**src/rtl/mem_arb_pkg.sv**
```systemverilog
// Shared definitions for the memory arbiter: FSM states, access-length codes,
// mc_ls encodings and grant-vector bit positions.
package mem_arb_pkg;

    typedef enum logic [2:0] {
        IDLE  = 3'd0,
        FETCH = 3'd1,
        LOAD  = 3'd2,
        STORE = 3'd3,
        DRAIN = 3'd4
    } state_t;

    localparam logic [2:0] LEN_B = 3'd1;
    localparam logic [2:0] LEN_H = 3'd2;
    localparam logic [2:0] LEN_W = 3'd4;

    localparam logic MC_LOAD  = 1'b0;
    localparam logic MC_STORE = 1'b1;

    localparam int unsigned GNT_FETCH = 0;
    localparam int unsigned GNT_LOAD  = 1;
    localparam int unsigned GNT_STORE = 2;

    // Byte, half and word pass through; every other code is widened to a word.
    function automatic logic [2:0] norm_len(input logic [2:0] len);
        case (len)
            LEN_B, LEN_H, LEN_W: return len;
            default:             return LEN_W;
        endcase
    endfunction

endpackage

```
**src/rtl/mem_arb_if.sv**
```systemverilog
// Requester and memory-controller signals of the arbiter. The slave modport is
// the arbiter's view; master is the view of the requesters and controller.
interface mem_arb_if;

    logic        fetch_req;
    logic [31:0] fetch_addr;
    logic        fetch_done;
    logic [31:0] fetch_inst;

    logic        ld_req;
    logic [31:0] ld_addr;
    logic [2:0]  ld_len;
    logic        ld_done;
    logic [31:0] ld_data;

    logic        st_req;
    logic [31:0] st_addr;
    logic [2:0]  st_len;
    logic [31:0] st_data;
    logic        st_done;

    logic        mc_en;
    logic        mc_ls;
    logic [2:0]  mc_len;
    logic [31:0] mc_addr;
    logic [31:0] mc_dt;
    logic        mc_done;
    logic [31:0] mc_rdata;

    modport slave (
        input  fetch_req, fetch_addr, ld_req, ld_addr, ld_len,
               st_req, st_addr, st_len, st_data, mc_done, mc_rdata,
        output fetch_done, fetch_inst, ld_done, ld_data, st_done,
               mc_en, mc_ls, mc_len, mc_addr, mc_dt
    );

    modport master (
        output fetch_req, fetch_addr, ld_req, ld_addr, ld_len,
               st_req, st_addr, st_len, st_data, mc_done, mc_rdata,
        input  fetch_done, fetch_inst, ld_done, ld_data, st_done,
               mc_en, mc_ls, mc_len, mc_addr, mc_dt
    );

endinterface

```
**src/rtl/mem_arb_pick.sv**
```systemverilog
// Combinational grant selection: store > load > fetch, unless promote forces
// a pending fetch to the front. Output is one-hot or all zero.
module mem_arb_pick
    import mem_arb_pkg::*;
(
    input  logic [2:0] req,
    input  logic       promote,
    output logic [2:0] gnt
);

    always_comb begin
        gnt = '0;
        if (promote && req[GNT_FETCH])
            gnt[GNT_FETCH] = 1'b1;
        else if (req[GNT_STORE])
            gnt[GNT_STORE] = 1'b1;
        else if (req[GNT_LOAD])
            gnt[GNT_LOAD] = 1'b1;
        else if (req[GNT_FETCH])
            gnt[GNT_FETCH] = 1'b1;
    end

endmodule

```
**src/rtl/mem_arb.sv**
```systemverilog
// Fetch/load/store arbiter in front of a single memory controller.
// Define MEM_ARB_AGE_EN to promote a fetch that has lost AGE_MAX arbitrations.
module mem_arb
    import mem_arb_pkg::*;
#(
    parameter int unsigned AGE_MAX = 4,
    parameter logic [1:0]  IO_HI   = 2'b11
)
(
    input  logic       clk,
    input  logic       rst_n,
    input  logic       rdy,
    input  logic       io_buffer_full,
    input  logic       flush,
    mem_arb_if.slave   bus
);

    state_t      state, state_nxt;
    logic [2:0]  req, gnt;
    logic        promote;
    logic        st_ok;
    logic        mc_en, take, fin_fetch, fin_load, fin_store;

    logic        mc_ls_q;
    logic [2:0]  mc_len_q;
    logic [31:0] mc_addr_q, mc_dt_q;
    logic        fetch_done_q, ld_done_q, st_done_q;
    logic [31:0] fetch_inst_q, ld_data_q;

    // An IO store is held back while the UART buffer is full; flush masks fetch.
    assign st_ok = bus.st_req && !(io_buffer_full && (bus.st_addr[17:16] == IO_HI));
    assign req   = {st_ok, bus.ld_req, bus.fetch_req && !flush};

    mem_arb_pick u_pick (
        .req     (req),
        .promote (promote),
        .gnt     (gnt)
    );

`ifdef MEM_ARB_AGE_EN
    localparam int unsigned AGE_W = $clog2(AGE_MAX + 1);
    logic [AGE_W-1:0] age;

    assign promote = (age == AGE_W'(AGE_MAX));

    always_ff @(posedge clk or negedge rst_n) begin
        if (!rst_n)
            age <= '0;
        else if (rdy) begin
            if (flush || (state == IDLE && gnt[GNT_FETCH]))
                age <= '0;
            else if (state == IDLE && req[GNT_FETCH] && (|gnt) && !promote)
                age <= age + 1'b1;
        end
    end
`else
    assign promote = 1'b0;
`endif

    always_ff @(posedge clk or negedge rst_n) begin
        if (!rst_n)
            state <= IDLE;
        else if (rdy)
            state <= state_nxt;
    end

    always_comb begin
        state_nxt = state;
        case (state)
            IDLE: begin
                if (gnt[GNT_STORE])      state_nxt = STORE;
                else if (gnt[GNT_LOAD])  state_nxt = LOAD;
                else if (gnt[GNT_FETCH]) state_nxt = FETCH;
            end
            FETCH: begin
                if (bus.mc_done)  state_nxt = IDLE;
                else if (flush)   state_nxt = DRAIN;
            end
            LOAD, STORE, DRAIN: begin
                if (bus.mc_done)  state_nxt = IDLE;
            end
            default: state_nxt = IDLE;
        endcase
    end

    // A flush coinciding with the fetch's mc_done cancels it just like DRAIN would.
    always_comb begin
        mc_en     = 1'b0;
        take      = 1'b0;
        fin_fetch = 1'b0;
        fin_load  = 1'b0;
        fin_store = 1'b0;
        case (state)
            IDLE:  take = |gnt;
            FETCH: begin
                mc_en     = 1'b1;
                fin_fetch = bus.mc_done && !flush;
            end
            LOAD: begin
                mc_en    = 1'b1;
                fin_load = bus.mc_done;
            end
            STORE: begin
                mc_en     = 1'b1;
                fin_store = bus.mc_done;
            end
            DRAIN:   mc_en = 1'b1;
            default: ;
        endcase
    end

    always_ff @(posedge clk or negedge rst_n) begin
        if (!rst_n) begin
            mc_ls_q      <= MC_LOAD;
            mc_len_q     <= '0;
            mc_addr_q    <= '0;
            mc_dt_q      <= '0;
            fetch_done_q <= 1'b0;
            ld_done_q    <= 1'b0;
            st_done_q    <= 1'b0;
            fetch_inst_q <= '0;
            ld_data_q    <= '0;
        end else if (!rdy) begin
            fetch_done_q <= 1'b0;
            ld_done_q    <= 1'b0;
            st_done_q    <= 1'b0;
        end else begin
            fetch_done_q <= fin_fetch;
            ld_done_q    <= fin_load;
            st_done_q    <= fin_store;
            if (fin_fetch) fetch_inst_q <= bus.mc_rdata;
            if (fin_load)  ld_data_q    <= bus.mc_rdata;
            if (take) begin
                if (gnt[GNT_STORE]) begin
                    mc_ls_q   <= MC_STORE;
                    mc_len_q  <= norm_len(bus.st_len);
                    mc_addr_q <= bus.st_addr;
                    mc_dt_q   <= bus.st_data;
                end else if (gnt[GNT_LOAD]) begin
                    mc_ls_q   <= MC_LOAD;
                    mc_len_q  <= norm_len(bus.ld_len);
                    mc_addr_q <= bus.ld_addr;
                    mc_dt_q   <= '0;
                end else begin
                    mc_ls_q   <= MC_LOAD;
                    mc_len_q  <= LEN_W;
                    mc_addr_q <= bus.fetch_addr;
                    mc_dt_q   <= '0;
                end
            end
        end
    end

    assign bus.mc_en      = mc_en;
    assign bus.mc_ls      = mc_ls_q;
    assign bus.mc_len     = mc_len_q;
    assign bus.mc_addr    = mc_addr_q;
    assign bus.mc_dt      = mc_dt_q;
    assign bus.fetch_done = fetch_done_q;
    assign bus.ld_done    = ld_done_q;
    assign bus.st_done    = st_done_q;
    assign bus.fetch_inst = fetch_inst_q;
    assign bus.ld_data    = ld_data_q;

endmodule

```
**src/flat_wrapper.sv**
```systemverilog
// flat-port wrapper written by rule: the top's interface ports become plain ports
module mem_arb_flat import mem_arb_pkg::*;
#(
    parameter int unsigned AGE_MAX = 4,
    parameter logic [1:0]  IO_HI   = 2'b11
)
  (clk, rst_n, rdy, io_buffer_full, flush, bus_fetch_req, bus_fetch_addr, bus_ld_req, bus_ld_addr, bus_ld_len, bus_st_req, bus_st_addr, bus_st_len, bus_st_data, bus_mc_done, bus_mc_rdata, bus_fetch_done, bus_fetch_inst, bus_ld_done, bus_ld_data, bus_st_done, bus_mc_en, bus_mc_ls, bus_mc_len, bus_mc_addr, bus_mc_dt);
  mem_arb_if bus_i ();
  input  logic clk;
  input  logic rst_n;
  input  logic rdy;
  input  logic io_buffer_full;
  input  logic flush;
  input wire logic [$bits(bus_i.fetch_req)-1:0] bus_fetch_req;
  input wire logic [$bits(bus_i.fetch_addr)-1:0] bus_fetch_addr;
  input wire logic [$bits(bus_i.ld_req)-1:0] bus_ld_req;
  input wire logic [$bits(bus_i.ld_addr)-1:0] bus_ld_addr;
  input wire logic [$bits(bus_i.ld_len)-1:0] bus_ld_len;
  input wire logic [$bits(bus_i.st_req)-1:0] bus_st_req;
  input wire logic [$bits(bus_i.st_addr)-1:0] bus_st_addr;
  input wire logic [$bits(bus_i.st_len)-1:0] bus_st_len;
  input wire logic [$bits(bus_i.st_data)-1:0] bus_st_data;
  input wire logic [$bits(bus_i.mc_done)-1:0] bus_mc_done;
  input wire logic [$bits(bus_i.mc_rdata)-1:0] bus_mc_rdata;
  output wire logic [$bits(bus_i.fetch_done)-1:0] bus_fetch_done;
  output wire logic [$bits(bus_i.fetch_inst)-1:0] bus_fetch_inst;
  output wire logic [$bits(bus_i.ld_done)-1:0] bus_ld_done;
  output wire logic [$bits(bus_i.ld_data)-1:0] bus_ld_data;
  output wire logic [$bits(bus_i.st_done)-1:0] bus_st_done;
  output wire logic [$bits(bus_i.mc_en)-1:0] bus_mc_en;
  output wire logic [$bits(bus_i.mc_ls)-1:0] bus_mc_ls;
  output wire logic [$bits(bus_i.mc_len)-1:0] bus_mc_len;
  output wire logic [$bits(bus_i.mc_addr)-1:0] bus_mc_addr;
  output wire logic [$bits(bus_i.mc_dt)-1:0] bus_mc_dt;
  assign bus_i.fetch_req = bus_fetch_req;
  assign bus_i.fetch_addr = bus_fetch_addr;
  assign bus_i.ld_req = bus_ld_req;
  assign bus_i.ld_addr = bus_ld_addr;
  assign bus_i.ld_len = bus_ld_len;
  assign bus_i.st_req = bus_st_req;
  assign bus_i.st_addr = bus_st_addr;
  assign bus_i.st_len = bus_st_len;
  assign bus_i.st_data = bus_st_data;
  assign bus_i.mc_done = bus_mc_done;
  assign bus_i.mc_rdata = bus_mc_rdata;
  assign bus_fetch_done = bus_i.fetch_done;
  assign bus_fetch_inst = bus_i.fetch_inst;
  assign bus_ld_done = bus_i.ld_done;
  assign bus_ld_data = bus_i.ld_data;
  assign bus_st_done = bus_i.st_done;
  assign bus_mc_en = bus_i.mc_en;
  assign bus_mc_ls = bus_i.mc_ls;
  assign bus_mc_len = bus_i.mc_len;
  assign bus_mc_addr = bus_i.mc_addr;
  assign bus_mc_dt = bus_i.mc_dt;
  mem_arb #(.AGE_MAX(AGE_MAX), .IO_HI(IO_HI)) u_core (.clk(clk), .rst_n(rst_n), .rdy(rdy), .io_buffer_full(io_buffer_full), .flush(flush), .bus(bus_i));
endmodule
```
**config.mk**
```make
export PLATFORM = sky130hd
export DESIGN_NAME = mem_arb_flat
export DESIGN_NICKNAME = d
export VERILOG_FILES = /design/src/rtl/mem_arb_pkg.sv /design/src/rtl/mem_arb_if.sv /design/src/rtl/mem_arb_pick.sv /design/src/rtl/mem_arb.sv /design/src/flat_wrapper.sv
export SDC_FILE = /design/constraint.sdc
export NUM_CORES = 1
export LEC_CHECK = 0
export BUFFER_PORTS_ARGS = -buffer_cell sky130_fd_sc_hd__clkbuf_2
export CAP_MARGIN = 10
export CORE_MARGIN = 2
export CORE_UTILIZATION = 35
export CTS_CLUSTER_SIZE = 25
export DETAILED_ROUTE_END_ITERATION = 16
export PLACE_DENSITY = 0.72
export REMOVE_ABC_BUFFERS = 1
export SYNTH_ARGS = -nofsm -noshare
export SYNTH_HDL_FRONTEND = slang
export SYNTH_SLANG_ARGS = --single-unit
```
**constraint.sdc**
```tcl
create_clock -name clk -period 2.35 [get_ports clk]
set_input_delay 0.705 -clock clk [delete_from_list [all_inputs] [get_ports clk]]
set_output_delay 0.705 -clock clk [all_outputs]
set_load 0.02 [all_outputs]
```
; After elaboration in Yosys (flattened, before gate mapping)
; Cells that the tools add are included.
[totals]
reg_bits = 138
inputBits = 175
word_cells = 68
[classes]
muxes = 28
reduce_logical = 16
n_eq_ne = 14
[op_table]
columns = cell, count
row1 = $mux 32, 3
row2 = $mux 3, 10
row3 = $mux 1, 13
row4 = $eq 3x2->1 const B, 4
row5 = $reduce_or 3->1, 4
row6 = $eq 3x1->1 const B, 3
row7 = $eq 3x3->1 const B, 3
row8 = $pmux 3 s3, 1
row9 = $reduce_and 2->1, 3
row10 = $logic_and 1x1->1, 4
row11 = $ne 4x1->1 const B, 1
row12 = $reduce_and 4->1, 1
row13 = $reduce_or 4->1, 1
row14 = $logic_not 3->1, 1
row15 = $ne 3x3->1 const B, 1
row16 = $eq 2x2->1 const B, 1
row17 = $logic_not 1->1, 2
row18 = $mux 2, 1
row19 = $ne 2x2->1 const B, 1

; Logic depth before layout (Yosys ltp)
[logic_depth]
ltp_word = 9
mapped_depth = 8
depth_no_buf = 4

; Modules after synthesis
; From an unflattened synthesis, not the netlist that was laid out.
[hier_totals]
hier_cells = 545
hier_area_um2 = 6029.5
[by_module_without_submodules]
columns = mod, cells_each, area_per_inst_um2, instances
row1 = mem_arb, 540, 5990.7, 1
row2 = mem_arb_pick, 5, 38.8, 1

; Worst setup path before layout
; OpenSTA, ideal clock, no wires.
[synth_path]
kind = input-to-reg
startpoint = input bus_st_req
endpoint = register u_core.mc_addr_q[10], in the netlist u_core.bus.mc_addr[10]
stages = 6
setup_time_ps = 125
path_slack_ps = 318
path_buffers = 3
arrival_ps = 1906
path_cell_list = clkbuf_1 -> and2_1 -> buf_6 -> o31a_4 -> buf_6 -> mux2_4
[synth_via]
elab_chain_len = 5
word_cells_on_any_way = 8
[synth_rtl]
columns = element, line
row1 = from (decl), flat_wrapper.sv:19  ; input wire logic [$bits(bus_i.st_req)-1:0] bus_st_req;
row2 = $logic_and 1x1->1 (*), mem_arb.sv:31  ; assign st_ok = bus.st_req && !(io_buffer_full && (bus.st_addr[17:16] == IO_HI));
row3 = $mux 2 / $mux 1 (equally long branches), mem_arb_pick.sv:15  ; else if (req[GNT_STORE])
row4 = $reduce_or 3->1, mem_arb.sv:94  ; IDLE: take = |gnt;
row5 = $mux 1, mem_arb.sv:93  ; case (state)
row6 = $reduce_and 2->1 (no line), -
row7 = to (signal assigned), mem_arb.sv:137  ; mc_addr_q <= bus.st_addr;
row8 = to (signal assigned), mem_arb.sv:142  ; mc_addr_q <= bus.ld_addr;
row9 = to (signal assigned), mem_arb.sv:147  ; mc_addr_q <= bus.fetch_addr;
row10 = to (decl), mem_arb.sv:26  ; logic [31:0] mc_addr_q, mc_dt_q;
; Every way passes the cells marked *; elsewhere a longest branch is shown, timed or not.
; A chain may end at the register's enable or synchronous reset.

; Final worst setup path
[layout_path]
startpoint = register u_core.state[1]
endpoint = output bus_mc_en
[layout_via]
elab_chain_len = 3
word_cells_on_any_way = 6
[layout_rtl]
columns = element, line
row1 = from (decl), mem_arb.sv:18  ; state_t state, state_nxt;
row2 = from (signal assigned), mem_arb.sv:64  ; state <= state_nxt;
row3 = "$eq 3x3->1, or another cell as far along", mem_arb.sv:93
row4 = $reduce_or 4->1 (no line) (*), -
row5 = $mux 1 (*), mem_arb.sv:93
row6 = to (decl), flat_wrapper.sv:30  ; output wire logic [$bits(bus_i.mc_en)-1:0] bus_mc_en;
; Marked as above.

==> results.md <==
- Die area: around 19000 µm²
- Clock root buffer: clkbuf_16
- Port bufs: between 300 and 400
- Period Utilization, post-route: 0.896
- Fin Clk Skew: 0.00761 ns
- Drt initial violations: 139
- DIE HEIGHT: 138 µm
- Fillers: 1590
- IO Pins: a little over 300
- Critical Path End Type: primary output
- Routed Antenna Nets: 0
- Total grt overflow: 0
- Final count of negative-setup-slack endpoints: 0
- Post-synth top flop: dfrtp_1
- Top cell type's share of synthesized area: 0.550
- Cell area after synthesis: between 6000 and 7000 µm²
- Aggregate global-route resource usage: 0.175
- Worst-Margin Slew: about 0.41 ns
- DIE WIDTH: 138 µm
- Number of synthesized flops with an enable pin: 0
- CP Max Fanout: 7
- Slew Viols, Final: 0
- Syn_area_per_cell: 12.3 µm²
- CP startpoint kind: register
- DR WL/cell: ~16 µm
- Final Wtd Congestion: a little under 0.8
- Relative slew margins: 0.725
- Kind of critical path: reg -> out
- Initial Util: 0.360
- Synth warn: 0
- RSZ-0062 raised after global routing: no
- Setup Total Neg Slack: 0 ns
- Hpwl dp: 12900 µm
- Antenna violations before repair: 0
- Clock transition at the registers of the reported paths: about 0.060 ns
- Hold Fails Final Rpt: 0
- Worst EP arrival: 1.40 ns
- Detailed-route vias per instance: 4.72
- Num rows: 48
- H-tree Lvls: 4
- Hold Slack: 0.195 ns
- Vias: approximately 5.0k
- First drt pass iteration count: 5
- First-pass GRT wire length: 25500 µm
- Post-cts hold buffer count: 0
- Layout cells sized above 1: 0.484
- Final min period: 2.11 ns
- Cell leakage power: ~4.6 nW
- Post-synthesis sequential area ratio: 0.550
- Post-synth top area cell: dfrtp_1
- Maxcap violations: 0
- Nets: 995
- Maximum vdd drop: between 600 and 700 µV
- Hold Path Class: in -> async
- Post-CTS Setup Inserts: 0
- ANT cells: 0
- CORE AREA: 17400 µm²
- Yosys reg bits: ~140
- Post-synth cell types: 32
- Remaining DRCs: 0
- Synth area leaders: dfrtp_1 (55%), mux2_1 (11%), mux2_4 (8.6%), mux2i_1 (5.1%), nand3_1 (5.0%)
- CTS sink count: 138
- Status: finished, final reports clean
- Synth Instances: 510
- Post-layout util: 0.500
- Final wirelength: 16800 µm
- Fmax: ~470 MHz
- Largest net degree at the start of global routing: 44
- Ys async rst share: 1.00
- Required time worst endpoint: 1.64 ns
- Post-synth top cells: dfrtp_1 (138), mux2_1 (64), nand3_1 (63)
- Clock Latency Late Sink: 0.41 ns
- Area Overhead vs Synth: 38.9%
- Vias in the first global route: 5063
- Max clock buf depth: 2
- Most frequent cell after synthesis: dfrtp_1
- CTS tree: done
- Post-CTS Resized: 0
- PwrDens: 1320 nW/µm²
- CTS Buf Count: 17
## stage by stage
step	instance area, µm²	cells	setup WS (ns)	power, mW
final	8710	1058	0.245	11.5
after global routing	8710	1058	0.141	12.2
after CTS	8710	1058	0.212	11.7
after detailed placement	8120	1026	0.170	9.01
after global placement	8120	1026	0.223	8.89
after floorplan	6060	473	-1.15	7.02
## registers in the layout, indices dropped and copies added (netlist names), 3 cells and up
signal	cells
u_core.bus.ld_data	32
u_core.bus.fetch_inst	32
u_core.bus.mc_len	3
u_core.state	3
u_core.bus.mc_dt	32
u_core.bus.mc_addr	32
## path summary, 6_finish.rpt
path                       cells after the start  slack [ns]                                 end                         startpoint
max                                            3        0.24                           bus_mc_en        u_core.state[1]$_DFFE_PN0P_
min                                            1        0.19     u_core.bus.mc_dt[7]$_DFFE_PN0P_                              rst_n
max reg2reg                                    5        0.51  u_core.bus.mc_addr[12]$_DFFE_PN0P_        u_core.state[1]$_DFFE_PN0P_
min reg2reg                                    1        0.48   u_core.bus.ld_data[6]$_DFFE_PN0P_  u_core.bus.ld_data[6]$_DFFE_PN0P_
max in group asynchronous                      2        1.56   u_core.bus.ld_data[1]$_DFFE_PN0P_                              rst_n
min in group clk                               1        0.48   u_core.bus.ld_data[6]$_DFFE_PN0P_  u_core.bus.ld_data[6]$_DFFE_PN0P_
## per-layer routing
| metal | GRT usage | part of all wire | vias up |
|---|---|---|---|
| li1 | - | - | 2405 |
| met1 | 0.202 | 0.41 | 2341 |
| met2 | 0.306 | 0.48 | 232 |
| met3 | 0.0618 | 0.092 | 16 |
| met4 | 0.0505 | 0.013 | 0 |
| met5 | 0 | 0 | - |
## cells by family after synthesis
family,count (synthesis),share of synthesized area
multiplexers,134,0.256
XOR/XNOR,1,0.00140
buffers and inverters,72,0.0552
flip-flops,138,0.550
AO/OA/AOI/OAI,74,0.0636
AND/OR/NAND/NOR,91,0.0736
## cell usage in the layout (no fill, tap or decap), types with 2 or more instances in the layout
cell	netlist	routed
mux2_2	2	2
a21oi_1	3	3
buf_12	0	7
dfrtp_1	138	138
inv_1	34	34
nand2_1	6	6
o21ai_0	31	31
mux2_4	36	36
clkbuf_16	0	17
nor2b_1	3	3
clkinvlp_4	0	3
nand3_1	63	63
nand2b_1	5	5
buf_4	2	11
nor2_1	8	7
clkbuf_8	0	2
clkbuf_2	0	309
mux2i_1	32	32
clkinv_4	0	4
inv_6	0	4
and3_1	2	2
o21ai_1	34	34
mux2_1	64	64
## worst max-delay path: stages (launching register included)
cell and delay [ns]:
dfrtp_1 0.45, nor2_1 0.19, xnor2_1 0.14, clkbuf_2 0.21
## cell type report
cell class / instances / area (µm²) / share of cell area
clock buffers: 19 / 453 / 0.0520
repair buffers: 328 / 1780 / 0.204
flip-flops and latches: 138 / 3450 / 0.396
clock inverters: 13 / 134 / 0.0154
inverters: 35 / 131 / 0.0151
well taps: 225 / 282 / 0.0323
multi-input cells: 300 / 2480 / 0.284
## power breakdown
group,switching (mW),internal (mW),leakage (nW)
sequential,0.644,3.50,1.72
clock,1.07,1.54,0.279
combinational,2.79,1.98,2.57
total,4.51,7.01,4.57
Power figures use the tool's default switching activity.
